`src/rtl/dm_arbiter.sv`:
```
// Arbitrates the single-port data memory between the core load/store path and
// a debug/loader port; core wins unless debug has waited STARVE_LIMIT cycles.
module dm_arbiter #(
  parameter int unsigned DATA_WIDTH   = 16,
  parameter int unsigned ADDR_WIDTH   = 8,
  parameter int unsigned STARVE_LIMIT = 4
) (
  input  logic                  clk,
  input  logic                  rst_n,
  input  logic                  core_req,
  input  logic                  core_we,
  input  logic [ADDR_WIDTH-1:0] core_addr,
  input  logic [DATA_WIDTH-1:0] core_wdata,
  output logic [DATA_WIDTH-1:0] core_rdata,
  output logic                  core_stall,
  input  logic                  dbg_req,
  input  logic                  dbg_we,
  input  logic [ADDR_WIDTH-1:0] dbg_addr,
  input  logic [DATA_WIDTH-1:0] dbg_wdata,
  output logic                  dbg_ack,
  output logic [DATA_WIDTH-1:0] dbg_rdata,
  output logic                  dm_we,
  output logic [ADDR_WIDTH-1:0] dm_addr,
  output logic [DATA_WIDTH-1:0] dm_d,
  input  logic [DATA_WIDTH-1:0] dm_q
);

  localparam int unsigned CNT_W = 4;
  localparam logic [CNT_W-1:0] LIMIT = CNT_W'(STARVE_LIMIT);

  logic [CNT_W-1:0]      starve_cnt_q, starve_cnt_d;
  logic                  ack_q, ack_d;
  logic [DATA_WIDTH-1:0] dbg_rdata_q, dbg_rdata_d;
  logic                  dbg_eff, dbg_grant, core_grant;

  // Grant decision; a request is masked in its own ack cycle to avoid double service
  always_comb begin
    dbg_eff    = dbg_req & ~ack_q;
    dbg_grant  = dbg_eff & (~core_req | (starve_cnt_q >= LIMIT));
    core_grant = core_req & ~dbg_grant;
  end

  always_comb begin
    dm_we   = 1'b0;
    dm_addr = '0;
    dm_d    = '0;
    if (dbg_grant) begin
      dm_we   = dbg_we;
      dm_addr = dbg_addr;
      dm_d    = dbg_wdata;
    end else if (core_grant) begin
      dm_we   = core_we;
      dm_addr = core_addr;
      dm_d    = core_wdata;
    end
  end

  always_comb begin
    starve_cnt_d = starve_cnt_q;
    ack_d        = dbg_grant;
    dbg_rdata_d  = dbg_rdata_q;
    if (!dbg_req || dbg_grant) begin
      starve_cnt_d = '0;
    end else if (dbg_eff && (starve_cnt_q < LIMIT)) begin
      starve_cnt_d = starve_cnt_q + CNT_W'(1);
    end
    if (dbg_grant && !dbg_we) begin
      dbg_rdata_d = dm_q;
    end
  end

  always_ff @(posedge clk or negedge rst_n) begin
    if (!rst_n) begin
      starve_cnt_q <= '0;
      ack_q        <= 1'b0;
      dbg_rdata_q  <= '0;
    end else begin
      starve_cnt_q <= starve_cnt_d;
      ack_q        <= ack_d;
      dbg_rdata_q  <= dbg_rdata_d;
    end
  end

  assign core_rdata = dm_q;
  assign core_stall = core_req & dbg_grant;
  assign dbg_ack    = ack_q;
  assign dbg_rdata  = dbg_rdata_q;

endmodule
```
`config.mk`:
```
export PLATFORM = sky130hd
export DESIGN_NAME = dm_arbiter
export DESIGN_NICKNAME = d
export VERILOG_FILES = /design/src/rtl/dm_arbiter.sv
export SDC_FILE = /design/constraint.sdc
export NUM_CORES = 1
export LEC_CHECK = 0
export CAP_MARGIN = 15
export CORE_ASPECT_RATIO = 0.8
export CORE_MARGIN = 10
export CORE_UTILIZATION = 32
export CTS_CLUSTER_SIZE = 12
export DETAILED_ROUTE_END_ITERATION = 6
export HOLD_SLACK_MARGIN = 0.15
export PLACE_DENSITY = 0.85
export SKIP_CTS_REPAIR_TIMING = 1
export SYNTH_ARGS = -nofsm -noshare
export SYNTH_HDL_FRONTEND = slang
export SYNTH_SLANG_ARGS = --single-unit
```
`constraint.sdc`:
```
create_clock -name clk -period 4.1 [get_ports clk]
set_clock_uncertainty 0.1 [all_clocks]
set_input_delay 1.23 -clock clk [delete_from_list [all_inputs] [get_ports clk]]
set_output_delay 1.23 -clock clk [all_outputs]
set_load 0.03 [all_outputs]
```
==> metrics.yaml, run 1 <==
max-clock-path-buffers: 2
drc_errors: 0
num_rows: 22
p_leak_nw: 1.32
dieArea_um2: 7750
via_per_inst: 4.33
max-slew-margin-rel: 0.392
rrSetupSlack_ns: 2.19
synth_xor_area_frac: 0
die_h_um: 80.8
place_area_um2: 2660
min_period_over_period: 0.981
antenna_left: 0
clk_latency_ns: 0.25
final_cell_mix: "clkdlybuf4s50_1 (101), buf_4 (31), nand2_1 (26)"
synth_top_family_by_area: "multiplexers"
syn_area_per_cell_um2: 9.79
numCtsBuffers: 3
crit_type: "input port to output port"
synth.distinct_cells: 24
grt_overflow: 0
layout_min_cycle_time_ns: 4.02
fill_cells: 386
vias: 1421
layout_commonest_cell: "clkdlybuf4s50_1"
ys_seq_area_frac: 0.356
cap_violations: 0
synthSimpleGateAreaFrac: 0.124
antenna_found_initial: 0
hp-class: "register to register"
pre_cts_ws_ns: -0.0831
cts_root_buf: "clkbuf_8"
fp.coreArea_um2: 4510
cts.sinks: 21
grt_first_pass_wirelength_um: 7250
hpwl_um: 4300
place_congestion: 0.775
num_antenna_cells: 0
p_per_area_nw_per_um2: 301
synth_mux_area_frac: 0.307
seq_area_um2: 526
synth_compound_area_frac: 0.0186
fin_hold_ws_ns: 0.406
drt_iter0_markers: 25
wire_per_inst_um: 15.4
status: "complete, no violations"
critical_path_peak_fanout: 6
fin_nets: 340
critPathRequiredTime_ns: 2.77
fin_area_um2: 2780
hold_viol: 0
setup_viol: 0
clk_pin_slew_ns: 0.07
initial_core_util: 0.327
htreeDepth: 1
syn_nets: 222
synth-adder-area-share: 0.00847
layout.cells.non_filler: 328
tightest_slew_ns: 0.910
ys_seq_elements: 21
startpoint_type: "input port"
drive_gt1_frac: 0.224
maxSlewViolCount: 0
dr.pass1.iters: 4
die-width_um: 96.0
yosysWarningCount: 0
ir_drop_uv: 193
portBuffers: 128
grt_max_degree: 27
synthCells: 151
critPathCaptureType: "output port"
max_freq_ghz: 0.249
setup_ws_ns: 0.0780
grt.total_usage: 0.115
placed_cells: 321
mappedNetlistArea_um2: 1480
ios: 129
cts_tree: "done"
totalWireLength_um: 5060
multi_input_comb_area_um2: 708
area_delta_synth_final_pct: 88.0
arrival_ns: 2.69
grt_pass1_vias: 1512
[layer usage]
metal,track usage,vias up,part of all wire
met1,0.120,640,0.35
met2,0.205,76,0.51
met3,0.0571,4,0.13
met5,0,-,0
li1,-,701,-
met4,0.0265,0,0.010
[registers in the layout, indices dropped and copies added (netlist names)]
name	count
dbg_ack	1
dbg_rdata	16
starve_cnt_q	4
[through the flow]
step | utilization | TNS, ns | total power (W)
floorplan | - | -0.0837 | 0.000498
global placement | 0.589 | -0.0779 | 0.000697
detailed placement | 0.589 | -0.163 | 0.000706
CTS | 0.599 | -0.295 | 0.000843
global route | 0.615 | -0.00470 | 0.000884
finish | 0.615 | 0 | 0.000837
[worst paths after layout]
| path | startpoint | endpoint | cells after the start |
|---|---|---|---|
| max | dbg_req | dm_d[0] | 6 |
| min reg2reg | dbg_rdata[15] | dbg_rdata[15] | 1 |
| max reg2reg | starve_cnt_q[2] | dbg_rdata[1] | 5 |
| max in group asynchronous | rst_n | dbg_rdata[3] | 1 |
| min | dbg_rdata[15] | dbg_rdata[15] | 1 |
| min in group asynchronous | rst_n | dbg_rdata[2] | 1 |
[logic make-up (layout without fill, tap and decap cells)]
| logic type | Yosys count | after routing |
|---|---|---|
| buffers and inverters | 48 | 165 |
| multiplexers | 40 | 40 |
| AND/OR/NAND/NOR | 37 | 37 |
| flip-flops | 21 | 21 |
| AO/OA/AOI/OAI | 4 | 4 |
| adder cells (fa/ha/maj) | 1 | 1 |
[power by group]
part,internal [W],switching (W)
registers,0.000244,0.0000203
logic,0.000224,0.000217
clock network,0.0000676,0.0000644
[synth_stat cells, drive strengths merged]
cell type | count | share of area
nand2b | 2 | 0.0085
o21ai | 1 | 0.0034
ha | 1 | 0.0085
mux2i | 24 | 0.16
a21boi | 1 | 0.0051
dfrtp | 21 | 0.36
mux2 | 16 | 0.14
nor3b | 2 | 0.018
nand3 | 2 | 0.0068
nand2 | 26 | 0.066
o31ai | 1 | 0.0051
or4b | 1 | 0.0068
o21a | 1 | 0.0051
buf | 22 | 0.12
clkbuf | 2 | 0.0051
and2 | 2 | 0.0085
inv | 24 | 0.061
nand3b | 1 | 0.0051
and3 | 1 | 0.0042
[critical path, cell delays in order]
cell and delay [ns]:
clkdlybuf4s50_1 0.51, nor3b_4 0.19, buf_4 0.18, buf_6 0.15
mux2i_2 0.23, buf_4 0.19
[cell type report]
cell class,count,area share
clock buffers,3,0.0149
clock inverters,1,0.00180
repair buffers,137,0.480
inverters,24,0.0324
flip-flops and latches,21,0.189
multi-input cells,82,0.255
well taps,60,0.0270
Power figures use the tool's default switching activity.
==> inputs of run 2 (changes only) <==
--- a/config.mk
+++ b/config.mk
@@ -7,8 +7,9 @@
 export LEC_CHECK = 0
 export CAP_MARGIN = 15
 export CORE_ASPECT_RATIO = 0.8
-export CORE_MARGIN = 10
+export CORE_MARGIN = 2
 export CORE_UTILIZATION = 32
+export CTS_BUF_LIST = sky130_fd_sc_hd__clkbuf_16
 export CTS_CLUSTER_SIZE = 12
 export DETAILED_ROUTE_END_ITERATION = 6
 export HOLD_SLACK_MARGIN = 0.15
==> metrics.yaml, run 2 (same netlist as run 1, synthesis figures left out) <==
grt.total_usage: 0.145  # +0.0295
numCtsBuffers: 3  # unchanged
fin_nets: 339  # -0.29%
grt_pass1_vias: 1309  # -13%
layout_commonest_cell: "clkdlybuf4s50_1"
area_delta_synth_final_pct: 87.6
arrival_ns: 2.49  # -0.20 ns
final_cell_mix: "clkdlybuf4s50_1 (100), buf_4 (30), nand2_1 (26)"
critPathCaptureType: "output port"
hold_viol: 0  # unchanged
place_area_um2: 2630  # -1.0%
min_period_over_period: 0.931  # -0.0504
startpoint_type: "input port"
htreeDepth: 1  # unchanged
max_freq_ghz: 0.262  # +5.4%
p_leak_nw: 1.33  # +0.84%
num_antenna_cells: 0  # unchanged
largest_reg_flops: 16  # unchanged
rsz0062_at_grt: "no"
setup_viol: 0  # unchanged
antenna_left: 0  # unchanged
cts_tree: "done"
max-clock-path-buffers: 2  # unchanged
cts.sinks: 21  # unchanged
p_per_area_nw_per_um2: 322  # +6.9%
place_congestion: 0.744  # -4.0%
cap_violations: 0  # unchanged
dr.pass1.iters: 5  # +1
clk_pin_slew_ns: 0.06  # about the same
fin_area_um2: 2770  # -0.18%
crit_type: "input port to output port"
clk_latency_ns: 0.25  # about the same
initial_core_util: 0.327  # unchanged
drc_errors: 0  # unchanged
die_h_um: 64.8  # -20%
fill_cells: 407  # +5.4%
vias: 1426  # +0.35%
cts_root_buf: "clkbuf_16"
tns_ns: 0  # unchanged
wire_per_inst_um: 12.1  # -22%
grt_max_degree: 28  # +3.7%
fp.coreArea_um2: 4510  # unchanged
maxSlewViolCount: 0  # unchanged
hp-class: "register to register"
portBuffers: 128  # unchanged
grt_first_pass_wirelength_um: 5940  # -18%
totalWireLength_um: 3950  # -22%
antenna_found_initial: 0  # unchanged
dieArea_um2: 5180  # -33%
ios: 129  # unchanged
max-slew-margin-rel: 0.382  # -0.0102
critical_path_peak_fanout: 7  # +1
hpwl_um: 3140  # -27%
critPathRequiredTime_ns: 2.77  # about the same
ir_drop_uv: 172  # -11%
die-width_um: 80.0  # -17%
grt_overflow: 0  # unchanged
status: "complete, no violations"
via_per_inst: 4.36  # +0.66%
layout_min_cycle_time_ns: 3.82  # -0.207 ns
drive_gt1_frac: 0.213  # -0.0104
drt_iter0_markers: 17  # -32%
tightest_slew_ns: 0.925  # +0.0152 ns
num_rows: 22  # unchanged
==> run 2: layer usage <==
metal,global-route usage,up-vias,share of wire
li1,-,702,-
met1,0.167,651,0.37
met2,0.263,71,0.53
met3,0.0446,2,0.093
met4,0.0318,0,0.0071
met5,0,-,0
==> run 2: final cells by class <==
class,instances,area (um^2),area share
sequential,21,526,0.190
clock buffer,3,75.1,0.0271
inverter,24,90.1,0.0325
tap,60,75.1,0.0271
clock inverter,1,5.00,0.00181
timing repair buffer,136,1310,0.472
multi-input combinational,82,692,0.250
==> run 2: final timing paths <==
path	cells past startpoint	start	to	slack, ns
max in group asynchronous	1	rst_n	dbg_ack	1.93
setup reg to reg	5	starve_cnt_q[2]	dbg_rdata[5]	2.17
hold / removal	1	dbg_rdata[0]	dbg_rdata[0]	0.40
min in group asynchronous	1	rst_n	dbg_rdata[7]	1.40
setup / recovery	6	core_req	dm_d[15]	0.28
hold reg to reg	1	dbg_rdata[0]	dbg_rdata[0]	0.40
==> run 2: critical path, cell delays in order <==
cell and delay [ns]:
dlymetal6s2s_1 0.13, nor3b_4 0.17, nor3b_4 0.33, clkbuf_16 0.23, mux2i_2 0.23, buf_6 0.16
==> run 2: power by group <==
group | switching, W | internal [W] | total, W
clock | 0.0000688 | 0.000131 | 0.000199
sequential | 0.0000203 | 0.000244 | 0.000264
combinational | 0.000210 | 0.000219 | 0.000430
total | 0.000299 | 0.000594 | 0.000893
==> run 2: metrics by stage <==
step                      utilization  setup WS [ns]  total power, W  instances  hold WS [ns]
after global placement          0.583         0.0673        0.000687        319         0.387
after detailed placement        0.583         0.0461        0.000693        319         0.391
after global routing            0.614          0.196        0.000936        327         0.415
final                           0.614          0.285        0.000893        327         0.403
after floorplan                     -       -0.00837        0.000498        151         0.398
after CTS                       0.601         0.0450        0.000897        323         0.404
==> RTL edit, RTL diff (config.mk and constraints of run 2) <==
`DATA_WIDTH`: 16 -> 20.
--- a/src/rtl/dm_arbiter.sv
+++ b/src/rtl/dm_arbiter.sv
@@ -1,7 +1,7 @@
 // Arbitrates the single-port data memory between the core load/store path and
 // a debug/loader port; core wins unless debug has waited STARVE_LIMIT cycles.
 module dm_arbiter #(
-  parameter int unsigned DATA_WIDTH   = 16,
+  parameter int unsigned DATA_WIDTH   = 20,
   parameter int unsigned ADDR_WIDTH   = 8,
   parameter int unsigned STARVE_LIMIT = 4
 ) (
Interface: changed (6 resized); port bits go from 129 to 153. No check against the original RTL was run, so the function may have changed too.
==> RTL edit against run 2 <==
Cell area is 19% higher. Worst setup slack worse by 0.21 ns. Global-route usage is 0.57 points higher. Total power rose by 18%. Sequential cell count grew 4. Routed wire length increased by 30%. Synthesized area grew 19%. Highest routed layer unchanged.
==> RTL edit: results (changes against run 2) <==
| Metric | Value |
|---|---|
| Status | `complete, no violations (unchanged)` |
| Max reg flops | `20 (was 16)` |
| Metal3 WL | `338 um (was 368 um)` |
| Iter 0 DRT Violations | `46 (was 17)` |
| Clock power share | `0.205 (was 0.223)` |
| Met3 usage | `0.0343 (was 0.0446)` |
| Synth Area per Inst | `9.92 um2 (was 9.79 um2)` |
| Area after DPL | `3130 um2 (was 2630 um2)` |
| Adder-cell share of the synthesized area | `0.00712 (was 0.00847)` |
| Router iterations before antenna repair | `4 (was 5)` |
| Largest net degree at the start of global routing | `32 (was 28)` |
| Number of port buffers | `152 (was 128)` |
| First-pass GRT wire length | `7470 um (was 5940 um)` |
| Layout cell share with drive strength beyond 1 | `0.196 (was 0.213)` |
| Global Route Usage Sum | `0.151 (was 0.145)` |
| # clock sinks | `25 (was 21)` |
| Vias | `1673 (was 1426)` |
| Register area share after synthesis | `0.356 (about the same)` |
| M1 wire length | `2070 um (was 1470 um)` |
| Fin cells | `381 (was 327)` |
| GRT met1 Usage | `0.180 (was 0.167)` |
| Net Count, Synth | `260 (was 222)` |
| Compound-Gate Fraction of Synth Area | `0.0171 (was 0.0186)` |
| Mux contribution to synthesized area | `0.309 (was 0.307)` |
| Critical Path Fanout Max | `8 (was 7)` |
| Sequential power share | `0.300 (was 0.296)` |
| Switching Share | `0.348 (was 0.335)` |
| DP HPWL | `3900 um (was 3140 um)` |
| Slew @ Worst Pin | `0.356 ns (was 0.925 ns)` |
| Routed length on met2 | `2680 um (was 2080 um)` |
| Dominant cells by area after synthesis | `dfrtp_1 36%, mux2i_1 16%, buf_4 9.8% (was dfrtp_1 36%, mux2i_1 16%, mux2_4 9.1%)` |
| Pre-CTS setup slack | `0.0199 ns (was 0.0461 ns)` |
| VDD IR max | `0.225 mV (was 0.172 mV)` |
| Number of global-route vias before repair | `1586 (was 1309)` |
==> RTL edit: cell count changes after synthesis, moves of 4 or more <==
cell | before | now
dfrtp_1 | 21 | 25
mux2_2 | 7 | 0
mux2_1 | 0 | 10
inv_1 | 24 | 28
nand2_1 | 26 | 31
mux2i_1 | 24 | 28
buf_4 | 16 | 23
==> RTL edit: layout make-up <==
class | instances | area, um2
Tap cell | 65 | 81.3
Multi-Input combinational cell | 95 | 818
Clock inverter | 1 | 7.51
Inverter | 28 | 105
Sequential cell | 25 | 626
Timing Repair Buffer | 164 | 1590
Fill cell | 442 | 2070
Clock buffer | 3 | 75.1
==> RTL edit: worst paths after layout <==
path / startpoint / endpoint / slack [ns] / cells after the start
max: dbg_req / dm_d[9] / 0.07 / 6
min reg2reg: dbg_rdata[16] / dbg_rdata[16] / 0.39 / 1
max reg2reg: starve_cnt_q[2] / dbg_rdata[18] / 2.26 / 4
max in group asynchronous: rst_n / dbg_rdata[1] / 2.41 / 2
min in group asynchronous: rst_n / dbg_rdata[5] / 1.24 / 2
min: dbg_rdata[16] / dbg_rdata[16] / 0.39 / 1
==> RTL edit: cell families after synthesis <==
kind of cell    count (synthesis)
compound gates                  4
fa+ha+maj                       1
buf+inv                        57
flops                          25
mux                            48
simple gates                   42
==> RTL edit: critical path, cell delays in order <==
cell	delay [ns]
clkdlybuf4s50_1	0.52
nor3b_4	0.24
buf_6	0.16
clkbuf_16	0.16
mux2i_1	0.20
buf_4	0.18
==> RTL edit: metrics by stage <==
stage | total power, mW | util
floorplan | 0.597 | -
global placement | 0.825 | 0.583
detailed placement | 0.834 | 0.583
CTS | 1.05 | 0.598
global route | 1.10 | 0.615
finish | 1.05 | 0.615
